==> src/rtl/nim_dac_sequencer.sv <==
// NIM+ threshold DAC sequencer.
// On start, snapshots all channel thresholds and shifts N_CH data frames
// followed by one update-control frame out of a 3-wire serial DAC port.
//
// Handshake: start is a single-cycle request honoured only in IDLE; busy is
// high while frames are in flight (SETUP/SHIFT/GAP); done pulses for exactly
// one cycle when all N_CH+1 frames are out. Aborted transactions never pulse done.
module nim_dac_sequencer #(
  parameter int          N_CH        = 8,
  parameter int          CLK_DIV     = 4,
  parameter int          GAP_CYCLES  = 4,
  parameter logic [15:0] UPDATE_WORD = 16'hA000
) (
  input  logic               clk,
  input  logic               reset,
  input  logic [N_CH*12-1:0] thresholds,
  input  logic               start,
  output logic               busy,
  output logic               done,
  output logic               DAC_SER_CLK,
  output logic               DAC_NSYNC,
  output logic               DAC_DIN,
  output logic [7:0]         frame_cnt,
  output logic [2:0]         dbg_state_o
);

  typedef enum logic [2:0] {
    ST_IDLE  = 3'd0,
    ST_SETUP = 3'd1,
    ST_SHIFT = 3'd2,
    ST_GAP   = 3'd3,
    ST_DONE  = 3'd4
  } state_t;

  state_t             state_q, state_d;
  logic [N_CH*12-1:0] snap_q, snap_d;
  logic [7:0]         frame_cnt_q, frame_cnt_d;
  logic [7:0]         div_q, div_d;     // half-period / setup / gap counter
  logic [3:0]         bit_q, bit_d;     // index of bit currently on DIN
  logic               phase_q, phase_d; // 0: SER_CLK high half, 1: low half

  logic [11:0] ch_code;
  logic [15:0] frame_word;
  logic        div_last;
  logic        gap_last;

  // State and datapath registers with synchronous reset.
  always_ff @(posedge clk) begin
    if (reset) begin
      state_q     <= ST_IDLE;
      snap_q      <= '0;
      frame_cnt_q <= '0;
      div_q       <= '0;
      bit_q       <= '0;
      phase_q     <= 1'b0;
    end else begin
      state_q     <= state_d;
      snap_q      <= snap_d;
      frame_cnt_q <= frame_cnt_d;
      div_q       <= div_d;
      bit_q       <= bit_d;
      phase_q     <= phase_d;
    end
  end

  // Build the 16-bit word for the frame currently being sent.
  always_comb begin
    ch_code = '0;
    for (int k = 0; k < N_CH; k++) begin
      if (frame_cnt_q == 8'(k)) ch_code = snap_q[12*k +: 12];
    end
    if (int'(frame_cnt_q) < N_CH) frame_word = {1'b0, frame_cnt_q[2:0], ch_code};
    else                          frame_word = UPDATE_WORD;
  end

  assign div_last = (div_q == 8'(CLK_DIV - 1));
  assign gap_last = (div_q == 8'(GAP_CYCLES - 1));

  // Next-state logic: frame timing and sequencing.
  always_comb begin
    state_d     = state_q;
    snap_d      = snap_q;
    frame_cnt_d = frame_cnt_q;
    div_d       = div_q;
    bit_d       = bit_q;
    phase_d     = phase_q;
    unique case (state_q)
      ST_IDLE: begin
        if (start) begin
          state_d     = ST_SETUP;
          snap_d      = thresholds;
          frame_cnt_d = '0;
          div_d       = '0;
        end
      end
      ST_SETUP: begin
        if (div_last) begin
          state_d = ST_SHIFT;
          div_d   = '0;
          bit_d   = 4'd15;
          phase_d = 1'b0;
        end else begin
          div_d = div_q + 8'd1;
        end
      end
      ST_SHIFT: begin
        if (div_last) begin
          div_d = '0;
          if (!phase_q) begin
            phase_d = 1'b1;
          end else if (bit_q == 4'd0) begin
            state_d     = ST_GAP;
            phase_d     = 1'b0;
            frame_cnt_d = frame_cnt_q + 8'd1;
          end else begin
            bit_d   = bit_q - 4'd1;
            phase_d = 1'b0;
          end
        end else begin
          div_d = div_q + 8'd1;
        end
      end
      ST_GAP: begin
        if (gap_last) begin
          div_d = '0;
          if (int'(frame_cnt_q) < N_CH + 1) state_d = ST_SETUP;
          else                              state_d = ST_DONE;
        end else begin
          div_d = div_q + 8'd1;
        end
      end
      ST_DONE: begin
        state_d = ST_IDLE;
      end
      default: begin
        state_d = ST_IDLE;
      end
    endcase
  end

  // Moore outputs decoded from registered state only.
  always_comb begin
    busy        = (state_q == ST_SETUP) || (state_q == ST_SHIFT) || (state_q == ST_GAP);
    done        = (state_q == ST_DONE);
    DAC_NSYNC   = !((state_q == ST_SETUP) || (state_q == ST_SHIFT));
    DAC_SER_CLK = !((state_q == ST_SHIFT) && phase_q);
    DAC_DIN     = 1'b0;
    if (state_q == ST_SETUP)      DAC_DIN = frame_word[15];
    else if (state_q == ST_SHIFT) DAC_DIN = frame_word[bit_q];
  end

  assign frame_cnt   = frame_cnt_q;
  assign dbg_state_o = state_q;

endmodule

==> config.mk <==
export PLATFORM = sky130hd
export DESIGN_NAME = nim_dac_sequencer
export DESIGN_NICKNAME = d
export VERILOG_FILES = /design/src/rtl/nim_dac_sequencer.sv
export SDC_FILE = /design/constraint.sdc
export NUM_CORES = 1
export LEC_CHECK = 0
export CAP_MARGIN = 20
export CORE_ASPECT_RATIO = 1.1
export CORE_MARGIN = 3
export CORE_UTILIZATION = 41
export DETAILED_ROUTE_END_ITERATION = 16
export GPL_TIMING_DRIVEN = 1
export PLACE_DENSITY = 0.67
export SYNTH_ARGS = -nofsm -noshare
export SYNTH_HDL_FRONTEND = slang
export SYNTH_SLANG_ARGS = --single-unit
==> constraint.sdc <==
create_clock -name clk -period 5.35 [get_ports clk]
set_input_delay 1.07 -clock clk [delete_from_list [all_inputs] [get_ports clk]]
set_output_delay 1.07 -clock clk [all_outputs]
set_load 0.005 [all_outputs]
======== Word-level counts from Yosys, hierarchy flattened ========
Cells that the tools add are included.
cells by class
  muxes and demuxes ....................... 37
  reduce and logical (&&, ||, !) cells .... 18
  equal/unequal tests ..................... 19
  magnitude comparators ................... 3
  divide/modulo/power cells ............... 0
  shift-type cells ........................ 0
  multipliers ............................. 0
  $add $sub $neg .......................... 3
  bitwise logic cells ..................... 0
operators by type and width
  kind                                                                          count
  12-bit two-way mux                                                            8
  8-bit two-way mux                                                             5
  8-bit by 3-bit equality test with 1-bit output, second input constant         4
  8-bit case mux with 2 select lines                                            2
  8-bit by 2-bit equality test with 1-bit output, second input constant         3
  3-bit two-way mux                                                             7
  8-bit by 1-bit adder with 8-bit output, second input constant                 2
  8-bit by 4-bit less-than comparator with 1-bit output, second input constant  2
  16-bit two-way mux                                                            1
  4-bit two-way mux                                                             4
  2-bit != test, second input constant                                          7
  3-bit case mux with 4 select lines                                            1
  5-bit AND reduction                                                           2
  8-bit by 1-bit equality test with 1-bit output, second input constant         1
  8-bit logical NOT                                                             1
  4-bit case mux with 2 select lines                                            1
  3-bit by 2-bit equality test with 1-bit output, second input constant         2
  1-bit two-way mux                                                             6
  6-bit AND reduction                                                           1
  2-bit nonzero test                                                            3
  4-bit by 5-bit less-than comparator with 1-bit output, second input constant  1
  1-bit binary-select mux with 4-bit select                                     1
  4-bit logical NOT                                                             1
  2-bit AND reduction                                                           2
  10 further kinds                                                              12
word-level totals
  ROM bits ................................ 0
  memories ................................ 0
  bits in writable memories ............... 0
  bits in latches ......................... 0
  register bits ........................... 120
  input bits .............................. 99

======== Logic depth before layout (Yosys ltp) ========
  word-level depth ........................ 14
  gate-level depth with buffers ........... 12
  depth with buffers taken out ............ 9

======== Worst setup path before layout ========
Ideal clock, no wire load.
  path type ............................... flip-flop to output port
  start point ............................. register frame_cnt_q[0] (netlist: frame_cnt[0])
  end point ............................... output port DAC_DIN
  path buffers ............................ 2
  stages on the path, launching flop included .. 12
  arrival time ............................ 2.283 ns
  path slack .............................. 1.997 ns
  required time ........................... 4.280 ns
  path through ............................ dfxtp_1 inv_1 ha_1 buf_2 or2_2 clkbuf_1 a21oi_1 o21ai_0 a32o_1 a211oi_1 nor4b_2 a32o_1
between the ends
  longest elaborated chain between the ends .. 14
RTL lines
  item                                       RTL line  text
  start, declared                            37        logic [7:0] frame_cnt_q, frame_cnt_d;
  start signal, assigned                     59        frame_cnt_q <= frame_cnt_d;
  8-bit logical NOT                          70        if (frame_cnt_q == 8'(k)) ch_code = snap_q[12*k +: 12];
  12-bit two-way mux (8 in series)           70
  16-bit two-way mux (*)                     72        if (int'(frame_cnt_q) < N_CH) frame_word = {1'b0, frame_cnt_q[2:0], ch_code};
  1-bit binary-select mux with 4-bit select  149       else if (state_q == ST_SHIFT) DAC_DIN = frame_word[bit_q];
  1-bit two-way mux (not written as such)    149
  1-bit two-way mux                          149
  1-bit two-way mux (*)                      148       if (state_q == ST_SETUP) DAC_DIN = frame_word[15];
  end, declared                              22        output logic DAC_DIN,
Mark *: on every way between the ends. The rest lies on a longest branch, timed or not. The select of a mux whose other input is x is not followed.

======== Worst setup path in the final report ========
Same ends and word-level chain as after synthesis.

==> results.sh <==
export IMPL_outcome="complete, no violations"
export IMPL_drc=0
export IMPL_yosysTopAreaCell="dfxtp_1"
export IMPL_worst_slack_ns=0.368
export IMPL_yosysUniqueCellTypes=54
export IMPL_synth_nets=865
export IMPL_grt_usage_pct=22.0
export IMPL_ys_top_cells_by_area="dfxtp_1, nand2_1, a21oi_1"
export IMPL_fin_nets=946
export IMPL_clk_latency_ns=0.42
export IMPL_critical_path_class="flip-flop to primary output"
export IMPL_area_growth_pct=31.9
export IMPL_fp_coreArea_um2=12900
export IMPL_first_pass_iters=5
export IMPL_rsz0062_at_grt="false"
export IMPL_cts_max_level=4
export IMPL_start_kind="flip-flop"
export IMPL_max_stage_delay_ns=0.57
export IMPL_drive_gt1_share_pct=5.98
export IMPL_fmax_mhz=201
export IMPL_slowest_stage="ha_1"
export IMPL_final_cell_mix="nand2_1, a21oi_1, dfxtp_1"
export IMPL_powerDensity_nw_per_um2=326
export IMPL_synth_edf_count=0
export IMPL_max_slew_worst_pin_slew_ns=0.742
export IMPL_dp_hpwl_um=11700
export IMPL_cts_repair_resized=0
export IMPL_multi_input_area_um2=2880
export IMPL_regArea_um2=2400
export IMPL_drt_met1_wl_um=7160
export IMPL_whs_path_depth=2
export IMPL_finalSetupViolCount=0
export IMPL_power_switching_uw=594
export IMPL_route_met2_wl_um=7890
export IMPL_routed_via_density=5.36
export IMPL_synth_top_area_share_pct=43.3
export IMPL_root_buffer="clkbuf_16"
export IMPL_num_io_pins=115
export IMPL_n_antenna_cell=0
export IMPL_crit_chain="inv_1 -> ha_1 -> nor2b_1 -> a221oi_1 -> o32a_1 -> o311ai_1 -> a31oi_1 -> nor4b_2 -> a32o_1 -> clkdlybuf4s50_1"
export IMPL_cp_max_fo=17
export IMPL_fin_crit_ns=4.98
export IMPL_worstPathArrival_ns=3.91
export IMPL_dp_slack_ns=0.827
export IMPL_power_frac_comb_pct=11.6
export IMPL_tns_ns=0
export IMPL_fillers=1220
export IMPL_first_iter_violations=284
export IMPL_max_cap_violations=0
export IMPL_ys_flop_type="dfxtp_1"
export IMPL_wl_met3_um=722
export IMPL_maxSlewViolCount=0
export IMPL_grt_max_degree=111
export IMPL_ant_nets=0
export IMPL_dieArea_um2=15000
export IMPL_die_y_um=128
export IMPL_vdd_ir_drop_max_v=0.000203
export IMPL_wl_per_cell_um=15.9
export IMPL_clk_pin_slew_ns=0.06
export IMPL_fin_crit_sh_pct=93.1
export IMPL_crit_path_end_kind="primary output"
export IMPL_syn_avg_cell_area_um2=7.32
export IMPL_via_count=5411
export IMPL_seqPwrFrac_pct=41.7
export IMPL_cts_tree="built"
export IMPL_gp_congestion=0.871
export IMPL_min_path_type="flip-flop to flip-flop"
export IMPL_start_util_pct=43.0
export IMPL_port_buffers=114
export IMPL_crit_required_ns=4.28
export IMPL_fin_util_pct=56.7
export IMPL_holdBufCountCts=0
export IMPL_ys_seq_area_share_pct=43.3
export IMPL_clkPwrFrac_pct=46.7
export IMPL_die_width_um=117
export IMPL_clock_skew_final_ns=0.00826
export IMPL_postCtsSetupBuffers=0
export IMPL_grt_overflow_total=0
export IMPL_maxSlewHeadroom_pct=50.5
export IMPL_internal_power_mw=1.79
export IMPL_clk_path_buf_depth=2
export IMPL_num_rows=43
export IMPL_antenna_found_initial=0
export IMPL_swShare_pct=24.9
export IMPL_cts_sinks=120
export IMPL_routed_wl_um=16000
export IMPL_p_leak_nw=2.62
export IMPL_yosys_warnings=0
export IMPL_reg2reg_depth=8
export IMPL_grt_pass1_vias=5267
export IMPL_hold_viol=0
export IMPL_netlist_area_um2=5550
export IMPL_layout_commonest_cell="nand2_1"
export IMPL_numCtsBuffers=17
export IMPL_grt_pass1_wl_um=25800
export IMPL_routed_top_layer="met4"
export IMPL_synth_seq_cells=120
export IMPL_synth_cells=759
export IMPL_async_reset_ff_share_pct=0
Yosys cell counts, types with 2 or more instances:
library cell and n:
nor3b_1 3, a211o_1 2, a221oi_1 14, o22ai_1 2, o21a_1 4, a211oi_1 4, dfxtp_1 120, o2bb2ai_1 2
nand3b_1 3, nand2b_1 5, buf_1 5, xnor2_1 4, a311oi_1 2, a21oi_1 125, nand4_1 4, o211ai_1 3
a31oi_1 3, buf_2 10, nand3_1 14, a22oi_1 3, nor4_1 3, or2_2 2, nor2b_1 4, ha_1 7
inv_1 11, o221ai_1 2, xor2_1 11, nor2_1 47, nor3_1 3, nand2_1 236, and3_1 3, o21ai_0 30
clkbuf_1 46, a32o_1 2
routing by layer:
layer,up-vias,GRT usage [%]
met1,2525,27.9
met2,126,36.8
li1,2739,-
met3,21,4.91
met5,-,0
met4,0,7.42
logic make-up (layout without fill, tap and decap cells):
| kind of cell | count (synthesis) | count (layout) | synth area share, % |
|---|---|---|---|
| fa+ha+maj | 7 | 7 | 1.58 |
| buf+inv | 72 | 166 | 5.09 |
| flops | 120 | 120 | 43.3 |
| compound gates | 210 | 210 | 22.3 |
| xor+xnor | 15 | 15 | 2.37 |
| simple gates | 335 | 335 | 25.5 |
power by group through the flow:
stage	registers, mW	logic, mW	clock network (mW)
after floorplan	0.993	0.160	0
after global placement	1.01	0.269	0
after detailed placement	1.01	0.275	0
after CTS	0.995	0.277	1.13
after global routing	1.00	0.313	1.17
final	0.994	0.277	1.11
cell type report:
cell class,count,share of cell area (%)
multi-input cells,567,39.3
flip-flops and latches,120,32.8
repair buffers,123,16.7
clock buffers,20,6.24
well taps,157,2.68
clock inverters,12,1.73
inverters,11,0.564
worst max-delay path, delay by kind of cell, from the launching register on:
kind                       cells  cell delay [ns]
AOI/OAI and AO/OA              5             1.09
adders and majority gates      1             0.57
buffers and inverters          2             0.66
DFF                            1             0.38
and+or+nand+nor                2             0.77
state kept, by name, indices dropped and copies added (netlist names):
signal	count
bit_q	4
snap_q	96
div_q	8
frame_cnt	8
dbg_state_o	3
phase_q	1
stage by stage:
stage	power, mW	hold WS [ns]	cell area, um2	cells
floorplan	1.15	0.431	5550	759
global placement	1.28	0.448	6710	977
detailed placement	1.29	0.448	6710	977
CTS	2.40	0.454	7300	1009
global route	2.49	0.480	7320	1010
finish	2.38	0.455	7320	1010
final timing paths:
kind	startpoint	to	slack, ns
max	frame_cnt[0]	DAC_DIN	0.37
min	snap_q[3]	snap_q[3]	0.46
max reg2reg	div_q[0]	frame_cnt[7]	2.81
min reg2reg	snap_q[3]	snap_q[3]	0.46
Power figures use the tool's default switching activity.
